<file path="src/rtl/user_uart_rx_if.sv">
// Request/grant bus between the core and its memory-mapped slaves.
// The slave grants every request in the same cycle; read data follows one cycle later.
interface naive_bus;
    logic        rd_req;
    logic        rd_gnt;
    logic [31:0] rd_addr;
    logic [31:0] rd_data;
    logic        wr_req;
    logic        wr_gnt;
    logic [31:0] wr_addr;
    logic [3:0]  wr_byte_en;
    logic [31:0] wr_data;

    modport master (
        output rd_req, rd_addr, wr_req, wr_addr, wr_byte_en, wr_data,
        input  rd_gnt, rd_data, wr_gnt
    );

    modport slave (
        input  rd_req, rd_addr, wr_req, wr_addr, wr_byte_en, wr_data,
        output rd_gnt, rd_data, wr_gnt
    );
endinterface

</file>
<file path="src/rtl/user_uart_rx.sv">
// 8N1 UART receiver with 4x oversampling, an RX FIFO and a two-register bus slave
// (DATA at offset 0x0, STATUS at offset 0x4).
module user_uart_rx #(
    parameter int unsigned UART_RX_CLK_DIV = 108,
    parameter int unsigned FIFO_DEPTH      = 16
) (
    input  logic    clk,
    input  logic    rstn,
    input  logic    i_uart_rx,
    naive_bus.slave bus
);

    localparam int unsigned DivW = $clog2(UART_RX_CLK_DIV);
    localparam int unsigned PtrW = $clog2(FIFO_DEPTH);
    localparam int unsigned CntW = PtrW + 1;

    typedef enum logic [2:0] {StIdle, StStart, StData, StStop, StBreak} state_e;

    logic            sync_q;
    logic            rxs_q;
    logic [DivW-1:0] div_q;
    logic            tick;

    state_e          state_q;
    logic [1:0]      phase_q;
    logic [2:0]      bit_idx_q;
    logic [7:0]      shift_q;

    logic [7:0]      mem [FIFO_DEPTH];
    logic [PtrW-1:0] wr_ptr_q;
    logic [PtrW-1:0] rd_ptr_q;
    logic [CntW-1:0] count_q;
    logic            empty;
    logic            full;

    logic            overflow_q;
    logic            frame_err_q;
    logic [31:0]     rd_data_q;

    logic            stop_sample;
    logic            push;
    logic            push_ok;
    logic            frame_set;
    logic            pop;
    logic            status_wr;
    logic [8:0]      count_ext;
    logic [31:0]     status_word;

    assign tick = (div_q == DivW'(UART_RX_CLK_DIV - 1));

    always_ff @(posedge clk) begin
        if (!rstn) begin
            sync_q <= 1'b1;
            rxs_q  <= 1'b1;
            div_q  <= '0;
        end else begin
            sync_q <= i_uart_rx;
            rxs_q  <= sync_q;
            div_q  <= tick ? '0 : div_q + 1'b1;
        end
    end

    // Stop-bit decision is shared between the FIFO push and the frame error flag.
    assign stop_sample = tick && (state_q == StStop) && (phase_q == 2'd3);
    assign push        = stop_sample && rxs_q;
    assign frame_set   = stop_sample && !rxs_q;

    always_ff @(posedge clk) begin
        if (!rstn) begin
            state_q   <= StIdle;
            phase_q   <= '0;
            bit_idx_q <= '0;
            shift_q   <= '0;
        end else if (tick) begin
            unique case (state_q)
                StIdle: begin
                    if (!rxs_q) begin
                        state_q <= StStart;
                        phase_q <= '0;
                    end
                end
                StStart: begin
                    if (phase_q == 2'd1) begin
                        if (rxs_q) begin
                            state_q <= StIdle;
                        end else begin
                            state_q   <= StData;
                            bit_idx_q <= '0;
                            phase_q   <= '0;
                        end
                    end else begin
                        phase_q <= phase_q + 2'd1;
                    end
                end
                StData: begin
                    if (phase_q == 2'd3) begin
                        shift_q <= {rxs_q, shift_q[7:1]};
                        phase_q <= '0;
                        if (bit_idx_q == 3'd7) begin
                            state_q <= StStop;
                        end else begin
                            bit_idx_q <= bit_idx_q + 3'd1;
                        end
                    end else begin
                        phase_q <= phase_q + 2'd1;
                    end
                end
                StStop: begin
                    if (phase_q == 2'd3) begin
                        phase_q <= '0;
                        state_q <= rxs_q ? StIdle : StBreak;
                    end else begin
                        phase_q <= phase_q + 2'd1;
                    end
                end
                StBreak: begin
                    if (rxs_q) begin
                        state_q <= StIdle;
                    end
                end
                default: state_q <= StIdle;
            endcase
        end
    end

    assign empty     = (count_q == '0);
    assign full      = (count_q == CntW'(FIFO_DEPTH));
    assign push_ok   = push && !full;
    assign pop       = bus.rd_req && !bus.rd_addr[2] && !empty;
    assign status_wr = bus.wr_req && bus.wr_addr[2] && bus.wr_byte_en[0];

    always_ff @(posedge clk) begin
        if (push_ok) begin
            mem[wr_ptr_q] <= shift_q;
        end
    end

    always_ff @(posedge clk) begin
        if (!rstn) begin
            wr_ptr_q <= '0;
            rd_ptr_q <= '0;
            count_q  <= '0;
        end else begin
            if (push_ok) begin
                wr_ptr_q <= wr_ptr_q + 1'b1;
            end
            if (pop) begin
                rd_ptr_q <= rd_ptr_q + 1'b1;
            end
            count_q <= count_q + CntW'(push_ok) - CntW'(pop);
        end
    end

    // A set in the same cycle as a clear wins, so no event is ever lost.
    always_ff @(posedge clk) begin
        if (!rstn) begin
            overflow_q  <= 1'b0;
            frame_err_q <= 1'b0;
        end else begin
            if (push && full) begin
                overflow_q <= 1'b1;
            end else if (status_wr && bus.wr_data[1]) begin
                overflow_q <= 1'b0;
            end
            if (frame_set) begin
                frame_err_q <= 1'b1;
            end else if (status_wr && bus.wr_data[2]) begin
                frame_err_q <= 1'b0;
            end
        end
    end

    assign count_ext   = 9'(count_q);
    assign status_word = {16'd0, count_ext[7:0], 5'd0, frame_err_q, overflow_q, !empty};

    always_ff @(posedge clk) begin
        if (!rstn) begin
            rd_data_q <= '0;
        end else if (bus.rd_req) begin
            if (bus.rd_addr[2]) begin
                rd_data_q <= status_word;
            end else if (!empty) begin
                rd_data_q <= {1'b1, 23'd0, mem[rd_ptr_q]};
            end else begin
                rd_data_q <= '0;
            end
        end
    end

    assign bus.rd_gnt  = bus.rd_req;
    assign bus.wr_gnt  = bus.wr_req;
    assign bus.rd_data = rd_data_q;

    logic unused_bits;
    assign unused_bits = ^{bus.rd_addr[31:3], bus.rd_addr[1:0], bus.wr_addr[31:3],
                           bus.wr_addr[1:0], bus.wr_byte_en[3:1], bus.wr_data[31:3],
                           bus.wr_data[0], count_ext[8]};

endmodule

</file>
<file path="src/flat_wrapper.sv">
// flat-port wrapper written by rule: the top's interface ports become plain ports
module user_uart_rx_flat 
#(
    parameter int unsigned UART_RX_CLK_DIV = 108,
    parameter int unsigned FIFO_DEPTH      = 16
)
  (clk, rstn, i_uart_rx, bus_rd_req, bus_rd_addr, bus_wr_req, bus_wr_addr, bus_wr_byte_en, bus_wr_data, bus_rd_gnt, bus_rd_data, bus_wr_gnt);
  naive_bus bus_i ();
  input  logic clk;
  input  logic rstn;
  input  logic i_uart_rx;
  input wire logic [$bits(bus_i.rd_req)-1:0] bus_rd_req;
  input wire logic [$bits(bus_i.rd_addr)-1:0] bus_rd_addr;
  input wire logic [$bits(bus_i.wr_req)-1:0] bus_wr_req;
  input wire logic [$bits(bus_i.wr_addr)-1:0] bus_wr_addr;
  input wire logic [$bits(bus_i.wr_byte_en)-1:0] bus_wr_byte_en;
  input wire logic [$bits(bus_i.wr_data)-1:0] bus_wr_data;
  output wire logic [$bits(bus_i.rd_gnt)-1:0] bus_rd_gnt;
  output wire logic [$bits(bus_i.rd_data)-1:0] bus_rd_data;
  output wire logic [$bits(bus_i.wr_gnt)-1:0] bus_wr_gnt;
  assign bus_i.rd_req = bus_rd_req;
  assign bus_i.rd_addr = bus_rd_addr;
  assign bus_i.wr_req = bus_wr_req;
  assign bus_i.wr_addr = bus_wr_addr;
  assign bus_i.wr_byte_en = bus_wr_byte_en;
  assign bus_i.wr_data = bus_wr_data;
  assign bus_rd_gnt = bus_i.rd_gnt;
  assign bus_rd_data = bus_i.rd_data;
  assign bus_wr_gnt = bus_i.wr_gnt;
  user_uart_rx #(.UART_RX_CLK_DIV(UART_RX_CLK_DIV), .FIFO_DEPTH(FIFO_DEPTH)) u_core (.clk(clk), .rstn(rstn), .i_uart_rx(i_uart_rx), .bus(bus_i));
endmodule
</file>
<file path="config.mk">
export PLATFORM = sky130hd
export DESIGN_NAME = user_uart_rx_flat
export DESIGN_NICKNAME = d
export VERILOG_FILES = /design/src/rtl/user_uart_rx_if.sv /design/src/rtl/user_uart_rx.sv /design/src/flat_wrapper.sv
export SDC_FILE = /design/constraint.sdc
export NUM_CORES = 1
export LEC_CHECK = 0
export CAP_MARGIN = 15
export CORE_ASPECT_RATIO = 1.5
export CORE_MARGIN = 2
export CORE_UTILIZATION = 30
export DETAILED_ROUTE_END_ITERATION = 6
export SLEW_MARGIN = 20
export SYNTH_ARGS = -nofsm -noshare
export SYNTH_HDL_FRONTEND = slang
export SYNTH_SLANG_ARGS = --single-unit
export TNS_END_PERCENT = 50
</file>
<file path="constraint.sdc">
create_clock -name clk -period 5.9 [get_ports clk]
set_input_delay 1.18 -clock clk [delete_from_list [all_inputs] [get_ports clk]]
set_output_delay 1.18 -clock clk [all_outputs]
set_load 0.02 [all_outputs]
</file>
# Word level (Yosys, flattened, before mapping)
# Memories as Yosys holds them, arrays and structs flattened. A register that Yosys moved wholly into a read port is not among the register bits.
# Index checks and enable logic that the tools add are counted.
# word_totals
input_bits	105
word_cells	95
n_memories	1
ram_bits	128
register_bits	72
# memory_table
memory	words	width	read_ports	rd_ports_with_merged_regs	write_ports	line	source
u_core.mem	16	8	1	1	1	user_uart_rx.sv:29	logic [7:0] mem [FIFO_DEPTH];
# classes
n_addsub	7
bitwise	1
mux	28
n_eq_ne	17
reduce_logical	28
# ops
cell	n
32-bit 2-to-1 mux	2
3-bit 2-to-1 mux	11
3-bit one-hot mux with 5 select lines	1
1-bit logical AND	12
4-bit by 1-bit adder with 4-bit output, second input constant	2
2-bit 2-to-1 mux	4
4-bit 2-to-1 mux	2
2-bit by 1-bit != test with 1-bit output, second input constant	4
2-bit != test, second input constant	4
7-bit by 1-bit adder with 7-bit output, second input constant	1
7-bit equality test, second input constant	1
7-bit AND reduction	1
3-bit by 2-bit equality test with 1-bit output, second input constant	2
3-bit equality test, second input constant	2
1-bit 2-to-1 mux	6
2-bit one-hot mux with 3 select lines	1
3-bit one-hot mux with 2 select lines	1
6-bit AND reduction	1
2-bit nonzero test	3
5-bit by 1-bit adder with 5-bit output	1
5-bit equality test, second input constant	1
5-bit logical NOT	1
5-bit by 1-bit subtractor with 5-bit output	1
1-bit logical NOT	4
11 further kinds	12

# Logic depth before layout (Yosys ltp)
# depth
word_depth	7
depth_mapped	12
mapped_depth_nobuf	12

# Worst setup path before layout
# Ideal clock, no wire load.
# synth_timing
path_type	input-to-reg
start	input port bus_rd_addr[2]
end	register u_core.count_q[4]
path_buffers	1
arrival_time_ns	3.010
required_ns	5.772
path_stages	11
setup_slack_ns	2.762
cell_sequence	clkbuf_1 nand2b_1 nor2_1 ha_1 inv_1 ha_1 fa_1 a21oi_1 o21bai_1 xnor2_1 nor2_1
# synth_between
elab_chain_len	4
# synth_lines
item	line	source
from (decl)	flat_wrapper.sv:13	input wire logic [$bits(bus_i.rd_addr)-1:0] bus_rd_addr;
1-bit logical NOT	user_uart_rx.sv:129	assign pop = bus.rd_req && !bus.rd_addr[2] && !empty;
1-bit logical AND (2 in series)	user_uart_rx.sv:129	
via u_core.pop	user_uart_rx.sv:44	logic pop;
5-bit by 1-bit subtractor with 5-bit output	user_uart_rx.sv:150	count_q <= count_q + CntW'(push_ok) - CntW'(pop);
to (signal assigned)	user_uart_rx.sv:150	
to (decl)	user_uart_rx.sv:32	logic [CntW-1:0] count_q;
# The timed path passes the listed nets, and every way through them passes these cells.
# A chain may end at the register's enable or synchronous reset.

# Worst setup path after layout
# layout_timing
start	input port bus_rd_req
end	output port bus_rd_gnt
# layout_rtl
item	line	source
from (decl)	flat_wrapper.sv:12	input wire logic [$bits(bus_i.rd_req)-1:0] bus_rd_req;
to (decl)	flat_wrapper.sv:18	output wire logic [$bits(bus_i.rd_gnt)-1:0] bus_rd_gnt;
# No word-level cell between the ends.

==> metrics.cfg <==
[run_status]
status=finished clean

[critical_path]
crit_top_cell=clkdlybuf4s50_1
worstPathArrival_ns=2.78
r2r-end=u_core.count_q[4]
cp_slowest_cell=clkdlybuf4s50_1
r2r_slack_ns=2.89
cp.required_ns=4.72
worstSetupStartpointType=input port
critPathKind=input port to output port
cp_slowest_stage_delay_ns=0.87
ff2ff_path_depth=10
cpLargestDelayFamily=buffers and inverters
crit_chain=clkdlybuf4s50_1 -> clkdlybuf4s50_1
end_kind=output port
worst-path-buf-inv=2
rr_startpoint=u_core.phase_q[0]
cp_max_fo=15

[cells_and_area]
mostFrequentLayoutCells=edfxtp_1 (128), dfxtp_1 (58), nor2_1 (32), mux4_2 (32), a21oi_1 (27)
antennaDiodeCount=0
mostFrequentLayoutCell=edfxtp_1
ff_latch_area_um2=5000
drive_gt1_share_pct=13.1
multi_input_area_um2=2440
final_nets=661
area_delta_synth_final_pct=14.0
num-fill-cells=2365
postLayoutCellArea_um2=8770

[global_routing]
grt_usage_pct=11.6
grt_antenna_before_repair=0
grt_pass1_vias=4386
grt_max_degree=40
grt_pass1_wl_um=23800
grt_overflow=0

[route]
drc=0
drtIter0Drc=391
ant_nets=0
vias=4195
totalWireLength_um=14900
wl_per_cell_um=16.9
routed_via_density=4.77
drt-pass1-iter-count=4

[floorplanning]
die_area_um2=27000
io_pins=139
fp-row-count=71
core-area_um2=25100
fp.dieW_um=135
die_h_um=200
initial_core_util_pct=30.6

[cts]
cts-root-buf=clkbuf_16
clock_path_buffers=2
post_cts_resized=0
post_cts_buffers=0
htree_levels=4
path_clk_slew_ns=0.07
cts_num_sinks=186
cts_hold_buf=0
cts_tree=built
clk_latency_ns=0.43
numCtsBuffers=17

[hold_path]
hold_end=u_core.rxs_q
min_path_type=flop to flop
hold_depth=1
holdCritStartpoint=u_core.sync_q

[timing]
fin_crit_ns=3.96
tightest_slew_ns=0.812
relSlewSlack_pct=45.7
setup_tns_ns=0
finalCritPeriodShare_pct=67.1
setup_viol=0
max_freq_mhz=252
fin_ws_ns=1.94
hold_viol=0
drv_slew=0
worst_hold_slack_ns=0.411
rsz0062_at_grt=false
finalClockSkew_ns=0.00910

[synth]
syn_area_um2=7700
synth_edf_count=128
async_flop_share_pct=0
ys_warn_count=0
ys_seq_area_share_pct=65.0
syn_inst=517
syn_area_per_cell_um2=14.9
ys_types=46
synth-main-ff-cell=edfxtp_1
synth_seq_cells=186

[power_and_ir_drop]
leakage_nw=2.95
vdd_drop_max_uv=173
power_density_nw_per_um2=324

[placed_design]
pre_cts_ws_ns=1.77
port_buffers=25
place_area_um2=8200
dp_hpwl_um=10000
place_congestion=0.743

[run]
maxCapViolCount=0

-- state kept, by name, summed over array words and instances (netlist names), named ones only --
| register | count |
|---|---|
| u_core.rd_ptr_q | 4 |
| u_core.shift_q | 8 |
| u_core.overflow_q | 1 |
| u_core.div_q | 7 |
| u_core.count_q | 5 |
| u_core.bus.rd_data | 14 |
| u_core.wr_ptr_q | 4 |
| u_core.frame_err_q | 1 |
| u_core.sync_q | 1 |
| u_core.mem | 128 |
| u_core.state_q | 3 |
| u_core.phase_q | 2 |
| u_core.bit_idx_q | 3 |
| u_core.rxs_q | 1 |
-- final cells by class --
cell class | count | area share, %
Timing Repair Buffer | 29 | 3.19
Clock inverter | 14 | 1.68
Clock buffer | 18 | 4.89
Multi-Input combinational cell | 288 | 27.8
Sequential cell | 186 | 57.0
Inverter | 16 | 0.685
Tap cell | 328 | 4.68
-- worst max path at each step --
stage                               from  cells past startpoint                 to  slack [ns]
after floorplan           bus_rd_addr[2]                     11  u_core.count_q[4]        2.76
after global placement        bus_rd_req                     11  u_core.count_q[4]        1.77
after detailed placement      bus_rd_req                     11  u_core.count_q[4]        1.77
final                         bus_rd_req                      2         bus_rd_gnt        1.94
after global routing          bus_rd_req                      2         bus_rd_gnt        1.86
after CTS                     bus_rd_req                      2         bus_rd_gnt        1.93
-- stage by stage --
step | std cells | total power, mW | utilization, %
after floorplan | 534 | 1.71 | -
after global placement | 847 | 1.77 | 32.6
after detailed placement | 847 | 1.78 | 32.6
after CTS | 879 | 2.88 | 34.9
after global routing | 879 | 2.96 | 34.9
final | 879 | 2.85 | 34.9
-- where the power goes --
part           leakage (nW)  internal (mW)  total [mW]  switching, mW
Clock                 0.269          0.624        1.10          0.475
Sequential             1.66           1.40        1.43         0.0266
Combinational          1.02          0.148       0.315          0.167
Total                  2.95           2.18        2.85          0.668
-- cell usage after synthesis, drive strengths merged, types with 2 or more instances --
library cell | count | area share (%)
edfxtp | 128 | 50
dfxtp | 58 | 15
buf | 33 | 2.8
mux4 | 32 | 9.4
nor2 | 32 | 1.6
a21oi | 27 | 1.8
mux2i | 25 | 3.3
nand3 | 19 | 1.2
nand2 | 18 | 0.88
ha | 17 | 2.8
and3 | 16 | 1.3
inv | 16 | 0.78
clkbuf | 11 | 0.54
xnor2 | 9 | 1.0
nand2b | 8 | 0.65
o21ai | 8 | 0.52
o221ai | 7 | 0.80
and4 | 6 | 0.68
nor2b | 5 | 0.41
nand4 | 4 | 0.41
nor3b | 4 | 0.54
o31ai | 4 | 0.39
or4 | 4 | 0.39
nor3 | 3 | 0.20
and2 | 2 | 0.16
mux2 | 2 | 0.29
nand4b | 2 | 0.23
nor4bb | 2 | 0.26
xor2 | 2 | 0.23
-- cell families (layout without fill, tap and decap cells) --
logic type / Yosys count / after routing / synth area share [%]
muxes: 59 / 59 / 12.9
AOI/OAI and AO/OA: 51 / 51 / 4.02
DFF: 186 / 186 / 65.0
and+or+nand+nor: 131 / 131 / 9.64
adders and majority gates: 18 / 18 / 3.02
other: 1 / 18 / 0.0487
buffers and inverters: 60 / 77 / 4.10
xor gates and xnor gates: 11 / 11 / 1.25
-- metal layers --
metal	up-vias	track usage, %	part of all wire, %
met3	20	2.76	3.7
met4	0	3.98	1.9
met1	2118	12.9	39
met5	-	0	0
met2	89	21.1	55
li1	1968	-	-
Note: power is estimated with default switching activity, not from simulation.
